===== src/rtl/song_sequencer_pkg.sv =====
// Shared constants for the Happy Birthday song sequencer: note codes, durations,
// FSM state encoding and the melody table entry layout.
package song_sequencer_pkg;

    localparam int unsigned CODE_W = 4;
    localparam int unsigned DUR_W  = 7;

    localparam logic [CODE_W-1:0] NOTE_REST = 4'd0;
    localparam logic [CODE_W-1:0] NOTE_G4   = 4'd1;
    localparam logic [CODE_W-1:0] NOTE_A4   = 4'd2;
    localparam logic [CODE_W-1:0] NOTE_B4   = 4'd3;
    localparam logic [CODE_W-1:0] NOTE_C5   = 4'd4;
    localparam logic [CODE_W-1:0] NOTE_D5   = 4'd5;
    localparam logic [CODE_W-1:0] NOTE_E5   = 4'd6;
    localparam logic [CODE_W-1:0] NOTE_F5   = 4'd7;
    localparam logic [CODE_W-1:0] NOTE_G5   = 4'd8;

    localparam logic [DUR_W-1:0] D_Q  = 7'd40;
    localparam logic [DUR_W-1:0] D_DE = 7'd30;
    localparam logic [DUR_W-1:0] D_S  = 7'd10;
    localparam logic [DUR_W-1:0] D_H  = 7'd80;

    localparam logic [1:0] ST_IDLE = 2'd0;
    localparam logic [1:0] ST_NOTE = 2'd1;
    localparam logic [1:0] ST_GAP  = 2'd2;

    typedef struct packed {
        logic [CODE_W-1:0] code;
        logic [DUR_W-1:0]  dur;
    } entry_t;

    // A zero duration still plays for one tick.
    function automatic logic [DUR_W-1:0] dur_ticks(input logic [DUR_W-1:0] dur);
        return (dur == '0) ? DUR_W'(1) : dur;
    endfunction

endpackage


===== src/rtl/song_rom.sv =====
// Melody table: combinational lookup of table index to {note code, duration}.
module song_rom
    import song_sequencer_pkg::*;
(
    input  logic [4:0] step_idx_i,
    output entry_t     entry_o
);

    always_comb begin
        case (step_idx_i)
            5'd0:    entry_o = {NOTE_G4, D_DE};
            5'd1:    entry_o = {NOTE_G4, D_S};
            5'd2:    entry_o = {NOTE_A4, D_Q};
            5'd3:    entry_o = {NOTE_G4, D_Q};
            5'd4:    entry_o = {NOTE_C5, D_Q};
            5'd5:    entry_o = {NOTE_B4, D_H};
            5'd6:    entry_o = {NOTE_G4, D_DE};
            5'd7:    entry_o = {NOTE_G4, D_S};
            5'd8:    entry_o = {NOTE_A4, D_Q};
            5'd9:    entry_o = {NOTE_G4, D_Q};
            5'd10:   entry_o = {NOTE_D5, D_Q};
            5'd11:   entry_o = {NOTE_C5, D_H};
            5'd12:   entry_o = {NOTE_G4, D_DE};
            5'd13:   entry_o = {NOTE_G4, D_S};
            5'd14:   entry_o = {NOTE_G5, D_Q};
            5'd15:   entry_o = {NOTE_E5, D_Q};
            5'd16:   entry_o = {NOTE_C5, D_Q};
            5'd17:   entry_o = {NOTE_B4, D_Q};
            5'd18:   entry_o = {NOTE_A4, D_H};
            5'd19:   entry_o = {NOTE_F5, D_DE};
            5'd20:   entry_o = {NOTE_F5, D_S};
            5'd21:   entry_o = {NOTE_E5, D_Q};
            5'd22:   entry_o = {NOTE_C5, D_Q};
            5'd23:   entry_o = {NOTE_D5, D_Q};
            5'd24:   entry_o = {NOTE_C5, D_H};
            default: entry_o = {NOTE_REST, 7'd1};
        endcase
    end

endmodule


===== src/rtl/song_sequencer.sv =====
// Song sequencer FSM: walks the melody table, drives one-hot pitch enables and
// inserts a silent gap after each note so repeated pitches re-articulate.
module song_sequencer
    import song_sequencer_pkg::*;
#(
    parameter int unsigned TICK_CYCLES = 1_000_000,
    parameter int unsigned GAP_TICKS   = 5,
    parameter int unsigned SONG_LEN    = 25,
    parameter int unsigned NUM_NOTES   = 8
) (
    input  logic                 clk_i,
    input  logic                 rst_i,
    input  logic                 start_i,
    input  logic                 stop_i,
    input  logic                 loop_i,
    output logic [NUM_NOTES-1:0] note_en_o,
    output logic [CODE_W-1:0]    note_code_o,
    output logic [4:0]           step_idx_o,
    output logic                 busy_o,
    output logic                 song_done_o
);

    localparam int unsigned      PW        = (TICK_CYCLES > 1) ? $clog2(TICK_CYCLES) : 1;
    localparam logic [PW-1:0]    PRESC_MAX = PW'(TICK_CYCLES - 1);
    localparam logic [DUR_W-1:0] GAP_MAX   = DUR_W'(GAP_TICKS - 1);
    localparam logic [4:0]       LAST_IDX  = 5'(SONG_LEN - 1);

    logic [1:0]           state_q, state_d;
    logic [4:0]           step_q, step_d;
    logic [DUR_W-1:0]     tick_q, tick_d;
    logic [PW-1:0]        presc_q, presc_d;
    logic [DUR_W-1:0]     dur_q, dur_d;
    logic [NUM_NOTES-1:0] note_en_q, note_en_d;
    logic [CODE_W-1:0]    code_q, code_d;
    logic                 busy_q, busy_d;
    logic                 done_q, done_d;

    entry_t               rom_entry;
    logic [4:0]           rom_idx;
    logic [NUM_NOTES-1:0] rom_en;
    logic                 tick, last, phase_end;
    logic                 load, clear, advance;

    song_rom u_rom (
        .step_idx_i (rom_idx),
        .entry_o    (rom_entry)
    );

    always_comb begin
        rom_en = '0;
        for (int i = 0; i < NUM_NOTES; i++) begin
            rom_en[i] = (rom_entry.code == CODE_W'(i + 1));
        end
    end

    // The ROM is always addressed with the step that would be loaded next.
    always_comb begin
        tick      = (presc_q == PRESC_MAX);
        last      = (step_q == LAST_IDX);
        rom_idx   = (state_q == ST_IDLE || last) ? 5'd0 : step_q + 5'd1;
        phase_end = tick && ((state_q == ST_NOTE) ? (tick_q == dur_q - 1'b1)
                                                  : (tick_q == GAP_MAX));
    end

    always_comb begin
        state_d   = state_q;
        step_d    = step_q;
        tick_d    = tick_q;
        presc_d   = presc_q;
        dur_d     = dur_q;
        note_en_d = note_en_q;
        code_d    = code_q;
        busy_d    = busy_q;
        done_d    = 1'b0;
        load      = 1'b0;
        clear     = 1'b0;
        advance   = 1'b0;

        if (busy_q) begin
            presc_d = tick ? '0 : presc_q + 1'b1;
            tick_d  = tick ? tick_q + 1'b1 : tick_q;
        end

        case (state_q)
            ST_IDLE: load = start_i;
            ST_NOTE: begin
                if (phase_end) begin
                    if (GAP_TICKS == 0) begin
                        advance = 1'b1;
                    end else begin
                        state_d   = ST_GAP;
                        note_en_d = '0;
                        tick_d    = '0;
                        presc_d   = '0;
                    end
                end
            end
            ST_GAP:  advance = phase_end;
            default: clear = 1'b1;
        endcase

        if (advance) begin
            done_d = last;
            if (last && !loop_i) clear = 1'b1;
            else                 load  = 1'b1;
        end

        if (stop_i) begin
            clear  = 1'b1;
            load   = 1'b0;
            done_d = 1'b0;
        end

        if (clear) begin
            state_d   = ST_IDLE;
            step_d    = '0;
            tick_d    = '0;
            presc_d   = '0;
            dur_d     = '0;
            note_en_d = '0;
            code_d    = '0;
            busy_d    = 1'b0;
        end

        if (load) begin
            state_d   = ST_NOTE;
            step_d    = rom_idx;
            tick_d    = '0;
            presc_d   = '0;
            dur_d     = dur_ticks(rom_entry.dur);
            note_en_d = rom_en;
            code_d    = rom_entry.code;
            busy_d    = 1'b1;
        end
    end

    always_ff @(posedge clk_i or posedge rst_i) begin
        if (rst_i) begin
            state_q   <= ST_IDLE;
            step_q    <= '0;
            tick_q    <= '0;
            presc_q   <= '0;
            dur_q     <= '0;
            note_en_q <= '0;
            code_q    <= '0;
            busy_q    <= 1'b0;
            done_q    <= 1'b0;
        end else begin
            state_q   <= state_d;
            step_q    <= step_d;
            tick_q    <= tick_d;
            presc_q   <= presc_d;
            dur_q     <= dur_d;
            note_en_q <= note_en_d;
            code_q    <= code_d;
            busy_q    <= busy_d;
            done_q    <= done_d;
        end
    end

    assign note_en_o   = note_en_q;
    assign note_code_o = code_q;
    assign step_idx_o  = step_q;
    assign busy_o      = busy_q;
    assign song_done_o = done_q;

endmodule


===== config.mk =====
export PLATFORM = sky130hd
export DESIGN_NAME = song_sequencer
export DESIGN_NICKNAME = d
export VERILOG_FILES = /design/src/rtl/song_sequencer_pkg.sv /design/src/rtl/song_rom.sv /design/src/rtl/song_sequencer.sv
export SDC_FILE = /design/constraint.sdc
export NUM_CORES = 1
export LEC_CHECK = 0
export BUFFER_PORTS_ARGS = -buffer_cell sky130_fd_sc_hd__buf_2
export CORE_AREA = 4 4 101 94
export CTS_BUF_LIST = sky130_fd_sc_hd__clkbuf_16
export CTS_CLUSTER_SIZE = 30
export DETAILED_ROUTE_END_ITERATION = 7
export DIE_AREA = 0 0 105 98
export GPL_TIMING_DRIVEN = 0
export HOLD_SLACK_MARGIN = 0.1
export PLACE_DENSITY = 0.62
export SLEW_MARGIN = 20
export SYNTH_ARGS = -nofsm -noshare
export SYNTH_HDL_FRONTEND = slang
export SYNTH_HIERARCHICAL = 1
export SYNTH_SLANG_ARGS = --single-unit

===== constraint.sdc =====
create_clock -name clk_i -period 2.9 [get_ports clk_i]
set_input_delay 0.29 -clock clk_i [delete_from_list [all_inputs] [get_ports clk_i]]
set_output_delay 0.29 -clock clk_i [all_outputs]
set_load 0.01 [all_outputs]

==> summary.txt <==
Run status
  – Status: completed

STA
  – Hold slack: 0.104 ns
  – Worst-margin pin slew: 0.691 ns
  – Hold violation count in the final report: 0
  – Rel. slew slack: 0.539
  – Final setup viols: 0
  – Post-route clock skew: 0.00920 ns
  – Max Slew Vio Count: 0
  – Final period util: 0.961
  – Minimum clock period: 2.79 ns
  – Fmax: 359 MHz
  – RSZ-0062 raised after global routing: true

Power and ir drop
  – Combinational power share: 0.157
  – Leak: 1.80 nW
  – Clock power frac: 0.392
  – Power Dens Cells: 406 nW/um^2
  – Peak VDD IR: 0.320 mV
  – Switching pwr: 0.458 mW
  – Cell internal pwr: 1.29 mW
  – Sequential share of power: 0.451
  – Total power: 1.75 mW
  – Switching power share of the total: 0.262

Critical path
  – WP data arrival: 2.96 ns
  – Crit path launch type: register
  – Crit path max fanout: 5
  – Reg2Reg Setup Slack: 0.11 ns
  – CP Class: reg -> reg
  – Critical Path RT: 3.08 ns
  – CP Capture Type: register

Clock network
  – CTS Buf Count: 5
  – Clock transition at the registers of the reported paths: 0.07 ns
  – H-tree lvl count: 2
  – Clk sinks: 55
  – CTS Buffer Depth: 2
  – Hold buffers post-CTS: 0
  – CTS tree: yes
  – CTS Root Cell: clkbuf_16
  – Clk_lat worst skew: 0.29 ns

Yosys
  – Synth Net Count: 409
  – Average cell area after synthesis: 9.53 um^2
  – FFs w/ async S/R, synth: 1.00
  – Cell variety after synth: 70
  – EDFF count, synth: 0
  – Register bit total from synthesis: 55
  – Top FF cell, synth: dfrtp_1
  – Seq/Total Area, Yosys: 0.371
  – Synthesized area: 3710 um^2
  – Yosys warnings: 6
  – Post-Syn Instances: 389

Layout
  – Ant diodes: 0
  – Most frequent cells in the layout: dfrtp_1 (54), nor2_1 (44), buf_2 (26), nand2_1 (23), nand3_1 (19)
  – Share of cells above drive strength 1: 0.211
  – Commonest non-fill, non-tap cell in the layout: dfrtp_1
  – Layout area overhead: 16.3%
  – Final nets: 445

Floorplanning
  – Die W: 105 um
  – Starting Density: 0.441
  – Core footprint: 8410 um^2
  – IO Pins: 24
  – FP Rows: 32
  – Total die area: 10300 um^2
  – Die Y: 98 um

Global routing
  – Tot GR Track Use: 0.174
  – First-pass GRT wire length: 14.8 mm
  – Largest net degree at the start of global routing: 56
  – Initial antenna violation count: 0
  – Grt ovf: 0
  – Vias in the first global route: 2925

Drt
  – DRC Markers: 0
  – Initial DRT Pass Iterations: 5
  – Post-route ant nets: 0
  – WL final: 9.12 mm
  – Vias: 3153
  – Vias/cell: 5.97
  – Routed wire per std cell: 17.3 um
  – DRT iter0 DRCs: 223

Placement
  – Placer Congestion: 0.930
  – Port bufs: 23
  – Dpl hpwl: 6.33 mm

Hold path
  – Hold crit path type: in -> async

Run
  – Maxcap violations: 0
state kept, by name, summed over array words and instances (netlist names):
register and count:
dur_q 7, presc_q 20, note_en_o 8, busy_o 1, state_q 2, step_idx_o 5
tick_q 7, note_code_o 4, song_done_o 1
power by group through the flow:
stage                     clock [mW]  combinational [mW]  sequential, mW
after floorplan                    0               0.188           0.804
after global placement             0               0.244           0.804
after detailed placement           0               0.249           0.804
after CTS                      0.702               0.259           0.789
after global routing           0.733               0.301           0.790
final                          0.686               0.275           0.789
critical path, cell delays in order, from the launching register on:
cell	delay (ns)
dfrtp_1	0.42
inv_1	0.06
ha_1	0.17
nand4_1	0.17
o21ai_4	0.15
nor2_4	0.13
inv_1	0.17
ha_4	0.35
nor2_1	0.05
a221o_1	0.30
a22oi_2	0.20
nor4_1	0.07
a21o_1	0.18
a32o_1	0.24
stage by stage:
step	utilization	TNS [ns]	instances	cell area [um^2]	setup WS (ns)
after CTS	0.500	0	526	4200	0.0188
after floorplan	-	0	389	3710	0.0144
final	0.513	0	528	4310	0.114
after detailed placement	0.470	-5.14	514	3950	-0.579
after global placement	0.470	-5.03	514	3950	-0.582
after global routing	0.513	-0.493	528	4310	-0.0589
final timing paths:
path	startpoint	to	depth (start not counted)
setup / recovery	step_idx_o[1]	dur_q[0]	13
hold / removal	rst_i	presc_q[3]	2
setup reg to reg	step_idx_o[1]	dur_q[0]	13
hold reg to reg	note_en_o[4]	note_en_o[4]	1
max in group asynchronous	rst_i	step_idx_o[0]	2
min in group clk_i	stop_i	state_q[1]	2
layout make-up:
type	count	area [um^2]
flip-flops and latches	55	1380
fillers	765	4100
clock inverters	3	42.5
repair buffers	29	160
multi-input cells	295	2250
inverters	19	73.8
plain buffers	20	149
well taps	102	128
clock buffers	5	125
cell families (layout without fill, tap and decap cells):
family | Yosys count | count (layout) | synth area share
compound gates | 76 | 76 | 0.175
flops | 55 | 55 | 0.371
simple gates | 161 | 161 | 0.235
fa+ha+maj | 15 | 15 | 0.0506
buf+inv | 39 | 76 | 0.0581
xor+xnor | 34 | 34 | 0.0841
mux | 9 | 9 | 0.0257
metal layers:
metal  track usage  routed length, um
met1         0.265               4500
met2         0.249               3980
met3        0.0357                508
met4        0.0454                129
met5             0                  0
synthesized netlist by cell type (5+ instances only):
| cell | n | area [um^2] |
|---|---|---|
| nor3b_1 | 7 | 52.6 |
| xor2_1 | 18 | 158 |
| dfrtp_1 | 55 | 1380 |
| nand4_1 | 7 | 43.8 |
| buf_6 | 8 | 90.1 |
| nand2b_1 | 6 | 37.5 |
| and3_1 | 7 | 43.8 |
| mux2i_1 | 5 | 50.1 |
| a21oi_1 | 9 | 45.0 |
| ha_1 | 15 | 188 |
| a32o_1 | 18 | 180 |
| nand2_1 | 23 | 86.3 |
| nand3_1 | 19 | 95.1 |
| nor3_1 | 7 | 35.0 |
| nor2_1 | 47 | 176 |
| xnor2_1 | 15 | 131 |
| clkbuf_1 | 6 | 22.5 |
| inv_1 | 18 | 67.6 |
| nor4_1 | 5 | 31.3 |
repair_timing:
| item | CTS | global route |
|---|---|---|
| setup endpoints to repair | 25 | 26 |
| pin swaps | 2 | 5 |
| buffers inserted | 4 | 2 |
| resized for setup | 11 | 20 |
(Power assumes the default switching activity.)
